<file path="src/rtl/blink_rate_ctrl_pkg.sv">
// Shared defaults and request type for the blink rate controller.
// Pure declarations; no logic.
package blink_rate_ctrl_pkg;

  localparam int RATE_W_DEF    = 4;
  localparam int SLOW_INIT_DEF = 8;
  localparam int FAST_INIT_DEF = 2;

  // One channel's rate adjust request for the current cycle.
  typedef struct packed {
    logic left;
    logic right;
  } rate_req_t;

endpackage

</file>
<file path="src/rtl/blink_channel.sv">
// One flash channel: saturating rate register, phase counter and toggling output.
// Registered outputs, rate change visible next cycle; no backpressure.
module blink_channel
  import blink_rate_ctrl_pkg::*;
#(
  parameter int RATE_W = RATE_W_DEF,
  parameter int INIT   = 0
) (
  input  logic              clk,
  input  logic              reset,
  input  logic              tick,
  input  logic              restart,
  input  rate_req_t         req,
  output logic              blink,
  output logic [RATE_W-1:0] rate
);

  logic [RATE_W-1:0] cnt;
  logic [RATE_W-1:0] rate_nxt;

  always_comb begin
    rate_nxt = rate;
    if (req.left && !req.right && rate != '1)
      rate_nxt = rate + 1'b1;
    else if (req.right && !req.left && rate != '0)
      rate_nxt = rate - 1'b1;
  end

  // Compare against the registered rate; >= lets a lowered rate end the period early.
  always_ff @(posedge clk or negedge reset) begin
    if (!reset) begin
      rate  <= RATE_W'(INIT);
      cnt   <= '0;
      blink <= 1'b0;
    end else begin
      rate <= rate_nxt;
      if (restart) begin
        cnt   <= '0;
        blink <= 1'b0;
      end else if (tick) begin
        if (cnt >= rate) begin
          cnt   <= '0;
          blink <= ~blink;
        end else begin
          cnt <= cnt + 1'b1;
        end
      end
    end
  end

endmodule

</file>
<file path="src/rtl/blink_rate_ctrl.sv">
// Shared base-tick prescaler feeding slow and fast blink channels.
// Half-period (rate+1)*BASE_DIV cycles; outputs registered; no backpressure.
module blink_rate_ctrl
  import blink_rate_ctrl_pkg::*;
#(
  parameter int BASE_DIV  = 1000000,
  parameter int RATE_W    = RATE_W_DEF,
  parameter int SLOW_INIT = SLOW_INIT_DEF,
  parameter int FAST_INIT = FAST_INIT_DEF
) (
  input  logic              clk,
  input  logic              reset,
  input  logic              slow_left,
  input  logic              slow_right,
  input  logic              fast_left,
  input  logic              fast_right,
  input  logic              restart,
  output logic              blink_slow,
  output logic              blink_fast,
  output logic [RATE_W-1:0] rate_slow,
  output logic [RATE_W-1:0] rate_fast
);

  localparam int PW = (BASE_DIV > 1) ? $clog2(BASE_DIV) : 1;
  localparam logic [PW-1:0] PRE_LAST = PW'(BASE_DIV - 1);

  logic [PW-1:0] pre;
  logic          tick;
  rate_req_t     slow_req;
  rate_req_t     fast_req;

  assign tick     = (pre == PRE_LAST);
  assign slow_req = '{left: slow_left, right: slow_right};
  assign fast_req = '{left: fast_left, right: fast_right};

  // Restart re-phases the prescaler so the first toggle lands a full half-period later.
  always_ff @(posedge clk or negedge reset) begin
    if (!reset)
      pre <= '0;
    else if (restart || tick)
      pre <= '0;
    else
      pre <= pre + 1'b1;
  end

  blink_channel #(.RATE_W(RATE_W), .INIT(SLOW_INIT)) u_slow (
    .clk     (clk),
    .reset   (reset),
    .tick    (tick),
    .restart (restart),
    .req     (slow_req),
    .blink   (blink_slow),
    .rate    (rate_slow)
  );

  blink_channel #(.RATE_W(RATE_W), .INIT(FAST_INIT)) u_fast (
    .clk     (clk),
    .reset   (reset),
    .tick    (tick),
    .restart (restart),
    .req     (fast_req),
    .blink   (blink_fast),
    .rate    (rate_fast)
  );

endmodule

</file>
<file path="config.mk">
export PLATFORM = sky130hd
export DESIGN_NAME = blink_rate_ctrl
export DESIGN_NICKNAME = d
export VERILOG_FILES = /design/src/rtl/blink_rate_ctrl_pkg.sv /design/src/rtl/blink_channel.sv /design/src/rtl/blink_rate_ctrl.sv
export SDC_FILE = /design/constraint.sdc
export NUM_CORES = 1
export LEC_CHECK = 0
export ABC_AREA = 1
export CAP_MARGIN = 0
export CORE_MARGIN = 4
export CORE_UTILIZATION = 50
export CTS_CLUSTER_SIZE = 14
export DETAILED_ROUTE_END_ITERATION = 12
export PLACE_DENSITY = 0.8
export SLEW_MARGIN = 20
export SYNTH_ARGS = -nofsm -noshare
export SYNTH_HDL_FRONTEND = slang
export SYNTH_HIERARCHICAL = 1
export SYNTH_SLANG_ARGS = --single-unit
</file>
<file path="constraint.sdc">
create_clock -name clk -period 1.6 [get_ports clk]
set_clock_uncertainty 0.1 [all_clocks]
set_input_delay 0.24 -clock clk [delete_from_list [all_inputs] [get_ports clk]]
set_output_delay 0.24 -clock clk [all_outputs]
set_load 0.005 [all_outputs]
</file>
=== Yosys cells after proc, flatten, opt, wreduce, memory -nomap -nowiden ===
Cells that the tools add are included.

* Output and inout port bits: 10
* Bits in registers: 38
* Word-level logic and storage cells: 60
* Input port bits: 7

* Muxes and demuxes: 17
* Equal/unequal tests: 3
* Bitwise gates (word level): 2
* Order comparisons: 2
* $add $sub $neg: 7
* Reductions and logical operators: 22

{| class="wikitable"
|+ Operator list
! kind !! count
|-
| $mux W4 || 10
|-
| $add A20 B1 Y20 const B || 1
|-
| $eq A20 B20 Y1 const B || 1
|-
| $mux W20 || 1
|-
| $add A4 B1 Y4 const B || 4
|-
| $reduce_bool A2 Y1 || 5
|-
| $ge A4 B4 Y1 || 2
|-
| $logic_and A1 B1 Y1 || 8
|-
| $ne A4 B4 Y1 const B || 2
|-
| $reduce_bool A4 Y1 || 2
|-
| $sub A4 B1 Y4 const B || 2
|-
| $mux W1 || 6
|-
| $logic_not A1 Y1 || 4
|-
| $reduce_and A2 Y1 || 2
|-
| $not A1 Y1 || 2
|-
| $logic_or A1 B1 Y1 || 1
|}

=== Logic depth before layout (Yosys ltp) ===
* Word-level depth: 5
* Gate-level depth with buffers: 11
* Gate-level depth less buffers: 11

=== Hierarchy ===
The synthesis kept the hierarchy.

{| class="wikitable"
|+ Modules (own cells, without submodules)
! module !! seq. area each (um^2) !! instances !! area an instance (um^2) !! cells an instance
|-
| blink_channel || 226.5 || 2 || 636.9 || 79
|-
| blink_rate_ctrl || 500.5 || 1 || 1,167.4 || 162
|}

=== Worst setup path before layout ===
Ideal clock, no wire load.

* Kind: reg-to-reg
* From: reg u_fast.rate[1]
* To: reg u_fast.rate[3]
* Cell stages (with the launch flop): 10
* Setup slack: -0.095 ns
* Data arrival time: 1.479 ns
* Required time: 1.383 ns
* Period minus slack after synthesis: 1.695 ns
* Setup time: 0.117 ns
* Buffers on the path: 0
* Path through: dfstp_2 > nand4_1 > nand3_2 > ha_1 > a21oi_2 > nand2_1 > nand2_1 > nand2_1 > nand2_1 > nand2_1

* Word-level cells in the longest chain between the ends: 3
* Elaborated cells on any way between the ends: 9
* Those cells by class: add/sub: 2; eq/ne: 1; mux: 2; reduce/logical: 4

{| class="wikitable"
|+ Ends and longest elaborated chain
! what !! RTL line !! text
|-
| start: declaration || blink_channel.sv:15 || <nowiki>output logic [RATE_W-1:0] rate</nowiki>
|-
| start signal: assignment || blink_channel.sv:32 || <nowiki>rate <= RATE_W'(INIT);</nowiki>
|-
| start signal: assignment || blink_channel.sv:36 || <nowiki>rate <= rate_nxt;</nowiki>
|-
| $sub A4 B1 Y4 (tied with other cells) || blink_channel.sv:26 || <nowiki>rate_nxt = rate - 1'b1;</nowiki>
|-
| $mux W4 (tied with other cells) || blink_channel.sv:25 || <nowiki>else if (req.right && !req.left && rate != '0)</nowiki>
|-
| $mux W4 or $reduce_bool A2 Y1 (tied branches) || -- ||
|}

Several ways; a longest one is shown, not always the timed one. The select of a mux whose other input is x is not followed.
A chain may end at the register's enable or synchronous reset.

=== Worst setup path in the final report ===
* From: reg u_slow.rate[3]
* To: reg u_slow.rate[3]

* Word-level cells in the longest chain between the ends: 3
* Elaborated cells on any way between the ends: 9
* Those cells by class: add/sub: 2; eq/ne: 1; mux: 2; reduce/logical: 4

{| class="wikitable"
|+ Ends and longest elaborated chain
! what !! RTL line
|-
| start: declaration || blink_channel.sv:15
|-
| start signal: assignment || blink_channel.sv:32
|-
| start signal: assignment || blink_channel.sv:36
|-
| $sub A4 B1 Y4 (tied with other cells) || blink_channel.sv:26
|-
| $mux W4 (tied with other cells) || blink_channel.sv:25
|-
| $mux W4 or $reduce_bool A2 Y1 (tied branches) || --
|}

Several ways; a longest one is shown, not always the timed one. The select of a mux whose other input is x is not followed.

==> flow_summary.yaml <==
timing:
  whs_ns: 0.328
  max_slew_margin: 0.721
  period_needed_ns: 1.69
  worst_pin_slew_ns: 0.418
  fin_crit_sh: 1.06
  finalSetupTns_ns: -0.517
  setup_viol: 15
  hold_viol_final: 0
  rsz0062_at_grt: "yes"
  worst_slack_ns: -0.0913
  max_freq_mhz: 591
  slew_viol_final: 0
yosys:
  yosysTopAreaCell: "dfrtp_1"
  synth_edf_count: 0
  synth.most_common_cell: "nand2_1"
  syn_inst: 320
  ys_warn_count: 6
  synth_commonest_cells: "81 x nand2_1, 52 x nor2_1, 39 x inv_1"
  synth.area.top_cells: "dfrtp_1 37%, nand2_1 12%, nor2_1 8.0%"
  synth_top_area_frac: 0.369
  syn_area_um2: 2440
  synth_ff_type: "dfrtp_1"
  syn_avg_cell_area_um2: 7.63
  syn_nets: 344
  synth.yosys.seq_area_share: 0.391
  synthArstFlopShare: 1.00
  synth-seq-cells: 38
  synth_cell_types: 24
detailed_routing:
  wire_per_inst_um: 12.1
  first_pass_iters: 4
  drt_iter0_markers: 115
  wl_mm: 5.60
  num_vias: 2290
  via_per_inst: 4.95
  post-route-drc-count: 0
  ant_nets: 0
final_layout:
  diodes: 0
  drive_gt1_frac: 0.311
  final_nets: 419
  areaGrowthSynthToFinish_pct: 41.0
setup_path:
  r2r_end: "u_slow/rate[3]"
  critPathMaxFanout: 4
  crit_type: "reg2reg"
  r2r_start: "u_slow/rate[3]"
  worstPathRequired_ns: 1.74
  worstRegToRegCells: 9
  critPathLaunchType: "flop"
  critPathArrivalTime_ns: 1.83
  r2r_slack_ns: -0.09
  end_kind: "flop"
clock_network:
  clk_latency_ns: 0.30
  cts_max_path_buffers: 2
  cts_max_level: 2
  cts_buffers: 5
  cts_tree: "built"
  numClockSinks: 38
  cts-root-buf: "clkbuf_8"
  cts.reportedPaths.clkPinSlew_ns: 0.07
die:
  pin_count: 17
  design.core.area_um2: 4720
  fp-row-count: 25
  die_x_um: 77.9
  die_height_um: 77.9
  start_util: 0.517
  die_area_um2: 6060
global_route:
  grt_pass1_wl_mm: 9.17
  antenna_found_initial: 0
  grt_util_all_layers: 0.188
  grt_start_max_net_pins: 39
  grt_pass1_vias: 2168
  grt-ovfl-total: 0
power:
  ir_drop_uv: 907
  p_per_area_nw_per_um2: 1140
  p_leak_nw: 1.64
outcome:
  violations: "setup timing"
  status: "finished, violations left"
worst_hold_path:
  hp-class: "in2async"
placed_design:
  port_buffers: 16
  hpwl_mm: 3.75
  place_congestion: 0.893
flow_run:
  cap_violations: 0
worst max-delay path, cell delays in order, from the launching register on:
cell and delay, ns:
dfstp_2 0.55, nand4_1 0.12, nand3_2 0.16, ha_4 0.24, a21oi_4 0.14, nand2_1 0.07, nand2_1 0.08, nand2_1 0.06
nand2_1 0.05, nand2_1 0.05
layout by cell type, fill, tap and decap left out, drive strengths merged, types with 5 or more instances in the layout:
master,n
inv,45
xor2,13
ha,15
nand4,9
a21oi,7
dfrtp,36
nand2,88
o21ai,12
nor2,57
clkdlybuf4s50,8
buf,53
nand3,27
dlygate4sd2,5
clkbuf,7
metal layers:
metal  global-route usage  vias to the layer above  wire length [um]
met5                    0                        -                 0
li1                     -                     1160                 -
met1                0.217                     1086              2400
met3               0.0406                        4               136
met4               0.0801                        0                77
met2                0.334                       40              2990
logic make-up after synthesis:
group	Yosys count	share of synthesized area
and+or+nand+nor	182	0.335
buffers and inverters	46	0.0753
DFF	38	0.391
AOI/OAI and AO/OA	20	0.0451
xor gates and xnor gates	17	0.0610
adders and majority gates	17	0.0933
what timing repair did:
item                       CTS  global route
gates resized for setup     19            45
setup buffers                9            14
pin swaps                   10            31
setup endpoints to repair   22            39
hold buffers                 1             0
hold endpoints to repair    36             0
where the power goes:
group          switching (W)  internal (W)
sequential          0.000110       0.00112
combinational       0.000978       0.00104
clock               0.000343      0.000347
total                0.00143       0.00251
final cells by class:
cell class | count | area, um2
fillers | 330 | 1280
repair buffers | 69 | 603
well taps | 67 | 83.8
clock buffers | 7 | 86.3
flip-flops and latches | 38 | 953
inverters | 45 | 176
clock inverters | 1 | 5.00
multi-input cells | 236 | 1530
how the worst max path moves through the flow:
stage	cells after the start	to	slack [ns]	startpoint
2_1_floorplan	9	u_fast/rate[3]	-0.06	u_fast/rate[1]
3_3_place_gp	6	u_fast/rate[2]	-0.17	fast_left
3_5_place_dp	6	u_fast/rate[2]	-0.24	fast_left
4_1_cts	9	u_fast/rate[3]	-0.1	u_fast/rate[1]
5_1_grt	9	u_slow/cnt[1]	-0.19	pre[1]
6_report	9	u_slow/rate[3]	-0.09	u_slow/rate[3]
state kept, by name (all words and copies together), names as in the netlist:
name,count
u_slow/blink,1
u_slow/rate,4
u_fast/blink,1
u_fast/cnt,4
u_fast/rate,4
u_slow/cnt,4
pre,20
through the flow:
step / cells / power (W) / utilization / setup slack (ns) / area [um2]
CTS: 451 / 0.00369 / 0.671 / -0.0954 / 3170
global route: 463 / 0.00425 / 0.729 / -0.188 / 3440
finish: 463 / 0.00394 / 0.729 / -0.0913 / 3440
global placement: 433 / 0.00276 / 0.625 / -0.166 / 2950
floorplan: 320 / 0.00214 / - / -0.0562 / 2480
detailed placement: 433 / 0.00284 / 0.625 / -0.237 / 2950
Note: power is estimated with default switching activity, not from simulation.
==> edit 1, RTL diff (same flow settings) <==
Register the output `rate_fast`, with the module's reset; this adds one clock of latency there. The other outputs are not delayed to match.
--- a/src/rtl/blink_rate_ctrl.sv
+++ b/src/rtl/blink_rate_ctrl.sv
@@ -25,2 +25,4 @@
   localparam logic [PW-1:0] PRE_LAST = PW'(BASE_DIV - 1);
+
+  logic [RATE_W-1:0] rate_fast_d;
 
@@ -62,4 +64,12 @@
     .blink   (blink_fast),
-    .rate    (rate_fast)
+    .rate    (rate_fast_d)
   );
+
+  always_ff @(posedge clk or negedge reset) begin
+    if (!reset) begin
+      rate_fast <= '0;
+    end else begin
+      rate_fast <= rate_fast_d;
+    end
+  end
 
Formal check against the unedited RTL: not equivalent (a bounded check fails within 4 cycles, from zero or initial values and one cycle with reset low).
==> edit 1 against the original RTL <==
Total power shrank 1.2%. Routed wire length grew 8.4%. Setup slack lost 12 ps. The flow still finishes with violations (setup timing). Via count grew 2.9%. Clock power grew 4.6%. Design area shrank 0.11%. Sequential cell count grew 4. Area after synthesis grew 4.1%. Count of clock-buffer cells in the layout shrank 1. Combinational power shrank 12%. Maximum frequency shrank 0.73%.
==> edit 1: results (changes against the original RTL) <==
| Metric | Value |
|---|---|
| Leak | `1.64 nW (about the same)` |
| Non-clk bufs | `62 (-10%)` |
| GR Util met2 | `0.320 (-0.0140)` |
| H-Tree Level Count | `2 (unchanged)` |
| ClkCell Share | `0.0277 (+0.00112)` |
| Biggest register | `pre` |
| Buffer share of cell area | `0.152 (-0.0235)` |
| Final setup vio count | `14 (-1)` |
| Clkbuf count | `6 (-1)` |
| Storage element area | `1050 um2 (+10%)` |
| Failing checks | `setup timing` |
| Reg2reg path depth | `9 (unchanged)` |
| Routed WL | `6070 um (+8.4%)` |
| Global-route total usage across every layer | `0.186 (-0.00253)` |
| Max Buffers Root-to-Sink | `2 (unchanged)` |
| Synth Flop Type | `dfrtp_1` |
| Max FFs per register | `20 (unchanged)` |
| Largest net degree at the start of global routing | `28 (-28%)` |
| First-pass GRT wire length | `9240 um (+0.75%)` |
| Worst EP arrival | `1800 ps (-30 ps)` |
| Final WS setup | `-104 ps (-12.4 ps)` |
| Buffers on Ports | `16 (unchanged)` |
| Top-count cell post-synth | `nand2_1` |
| Seq cells | `42 (+11%)` |
| Fillers | `353 (+7.0%)` |
| Setup TNS | `-448 ps (+68.5 ps)` |
| Final ANT Viol Nets | `0 (unchanged)` |
| Antenna diodes | `0 (unchanged)` |
| Nets | `418 (-0.24%)` |
| Initial DRC count | `139 (+21%)` |
| Worst min path class | `in -> async` |
| Met1 Usage GRT | `0.224 (+0.00673)` |
| Post-synth top cells | `nand2_1 (81), nor2_1 (52), dfrtp_1 (40)` |
| Worst slew pin tran | `431 ps (+13.3 ps)` |
| RD Place Congestion | `0.870 (-2.5%)` |
| Routing usage on met3 | `0.0397 (-0.000921)` |
| Syn avg cell area | `7.84 um2 (+2.8%)` |
| Top cells by area, synth | `dfrtp_1 (39%), nand2_1 (12%), nor2_1 (7.7%)` |
| Via count | `2,357 (+2.9%)` |
| Cell Area, Placed | `3060 um2 (+3.6%)` |
| Vias in the first global route | `2,188 (+0.92%)` |
| Post-Syn Nets | `348 (+1.2%)` |
| Run status | `complete, but fails checks` |
| Footprint of the multi-input gates | `1510 um2 (-1.5%)` |
| TritonRoute pass-1 iters | `4 (unchanged)` |
| DP Worst Slack | `-226 ps (+11.1 ps)` |
| Yosys warns | `6 (unchanged)` |
| Seq/total area | `0.306 (+0.0294)` |
| DP HPWL | `3780 um (+0.89%)` |
| Num CTS Buffers | `5 (unchanged)` |
| Placed insts | `438 (+1.2%)` |
| CTS clk-pin slew, worst paths | `80 ps` |
| Seq/Total Area, Yosys | `0.415 (+0.0240)` |
| VDD IR-drop max | `0.000848 V (-6.5%)` |
| Initial antenna violation count | `0 (unchanged)` |
| Asr flop ratio synth | `1.00 (unchanged)` |
| Invs w/o clock | `45 (unchanged)` |
| Via density | `5.10 (+3.1%)` |
| Multi-In Gates | `238 (+0.85%)` |
| Share of cells above drive strength 1 | `0.286 (-0.0245)` |
-- edit 1: where the power goes --
group	internal [W]	switching, W
Combinational	0.000876	0.000900
Clock	0.000347	0.000375
Sequential	0.00127	0.000126
Total	0.00249	0.00140
-- edit 1: final timing paths --
check,start,to,slack (ps)
worst max register to register,u_fast/rate[1]$_DFFE_PN1P_,u_fast/rate[3]$_DFFE_PN0P_,-100
worst max-delay path,u_fast/rate[1]$_DFFE_PN1P_,u_fast/rate[3]$_DFFE_PN0P_,-100
worst min-delay path,reset,pre[11]$_DFF_PN0_,310
max in group asynchronous,reset,u_fast/rate[1]$_DFFE_PN1P_,540
worst min register to register,u_fast/rate[3]$_DFFE_PN0P_,rate_fast[3]$_DFF_PN0_,380
min in group clk,u_fast/rate[3]$_DFFE_PN0P_,rate_fast[3]$_DFF_PN0_,380
-- edit 1: kinds of logic after synthesis --
| group | Yosys count | synth area share |
|---|---|---|
| AND/OR/NAND/NOR | 182 | 0.322 |
| AO/OA/AOI/OAI | 20 | 0.0433 |
| adder cells (fa/ha/maj) | 17 | 0.0896 |
| flip-flops | 42 | 0.415 |
| buffers and inverters | 46 | 0.0724 |
| XOR/XNOR | 17 | 0.0586 |
-- edit 1: repair_timing --
action | CTS | global route
gates cloned | 0 | 2
gates resized for setup | 14 | 28
hold endpoints to repair | 14 | 0
pin swaps | 14 | 28
buffers inserted | 4 | 11
hold buffers | 1 | 0
endpoints found under the setup margin | 17 | 23
-- edit 1: metal layers --
layer	share of wire	up-vias
li1	-	1161
met1	0.42	1116
met3	0.035	20
met4	0.027	0
met2	0.52	60
met5	0	-
-- edit 1: critical path, cell delays in order, from the launching register on --
cell and delay (ps):
dfstp_2 540, nand4_1 90, nand3_2 150, ha_4 230, a21oi_2 150, nand2_1 70, nand2_1 80, nand2_1 70
nand2_1 70, nand2_1 50
==> edit 2, RTL diff (config.mk and constraints unchanged) <==
Made on the original files. Change the parameter `BASE_DIV` from 1000000 to 2000000.
--- a/src/rtl/blink_rate_ctrl.sv
+++ b/src/rtl/blink_rate_ctrl.sv
@@ -5,3 +5,3 @@
 #(
-  parameter int BASE_DIV  = 1000000,
+  parameter int BASE_DIV  = 2000000,
   parameter int RATE_W    = RATE_W_DEF,
Check against the original RTL: same outputs for any inputs over 10 cycles, from zero or initial values and one cycle with reset low; that may be too few to reach the edited logic, so the function may still have changed.
==> edit 2 against the original RTL <==
The flow still finishes with violations (setup timing). Routed wire length grew 22%. Non-clock buffer count shrank 2. Area after synthesis grew 4.7%. Design area grew 3.5%. Sequential cell count grew 1. Die area grew 4.2%. Total power grew 8.7%. Setup slack lost 89 ps. Critical endpoint is now u_fast/cnt[2]$_DFFE_PN0P_. Largest power group unchanged.
==> edit 2: results (changes against the original RTL) <==
| Metric | Value |
|---|---|
| Worst setup path start | `pre[1]$_DFF_PN0_` |
| Worst r2r src | `pre[1]$_DFF_PN0_` |
| Invs w/o clock | `44 (-2.2%)` |
| Worst slew pin tran | `368 ps (-50.2 ps)` |
| Via density | `5.29 (+6.9%)` |
| Met2 wire length | `3360 um (+12%)` |
| Met1 Usage GRT | `0.271 (+0.0535)` |
| Internal | `0.00278 W (+11%)` |
| Wire length on met1 | `2890 um (+21%)` |
| RD Place Congestion | `0.927 (+3.9%)` |
| Final setup vio count | `16 (+1)` |
| Run status | `complete, but fails checks` |
| Fraction of area in multi-input gates | `0.460 (+0.0147)` |
| CP max stage cell | `dfrtp_1` |
| Failing checks | `setup timing` |
| Non-clk bufs | `67 (-2.9%)` |
| Met3 routed WL | `419 um (+210%)` |
| Core area | `4850 um2 (+2.6%)` |
| Clock share of power | `0.237 (+0.062)` |
| Post-Syn Nets | `353 (+2.6%)` |
| Vias in the first global route | `2,354 (+8.6%)` |
| Nets | `427 (+1.9%)` |
| Routing usage on met3 | `0.0384 (-0.00223)` |
| Share of cells above drive strength 1 | `0.327 (+0.0161)` |
| Leak | `1.67 nW (+1.9%)` |
| Clkbuf count | `6 (-1)` |
| Flops & latches, synth | `39 (+2.6%)` |
| Max FFs per register | `21 (+5.0%)` |
| Placed insts | `446 (+3.0%)` |
| Routed WL | `6840 um (+22%)` |
| Final WS setup | `-180 ps (-89.1 ps)` |
| Top delay family on crit path | `flip-flops` |
-- edit 2: cell count changes after synthesis, moves of 2 or more --
| cell | delta |
|---|---|
| o21ai_0 | -2 |
| nand2_1 | -4 |
| xor2_1 | +4 |
| xnor2_1 | -2 |
| nand3_1 | -3 |
| nor2_2 | +10 |
| nand2_2 | +2 |
| nor2_1 | -4 |
| inv_2 | +2 |
| inv_1 | -3 |
| nor3_1 | +2 |
-- edit 2: path summary, 6_finish.rpt --
check	to	slack [ps]	cells past startpoint
worst max-delay path	u_fast/cnt[2]$_DFFE_PN0P_	-180	13
worst min-delay path	u_slow/blink$_DFFE_PN0P_	240	2
worst max register to register	u_fast/cnt[2]$_DFFE_PN0P_	-180	13
worst min register to register	u_fast/blink$_DFFE_PN0P_	400	2
max in group asynchronous	u_slow/rate[3]$_DFFE_PN1P_	580	3
min in group clk	u_fast/blink$_DFFE_PN0P_	400	2
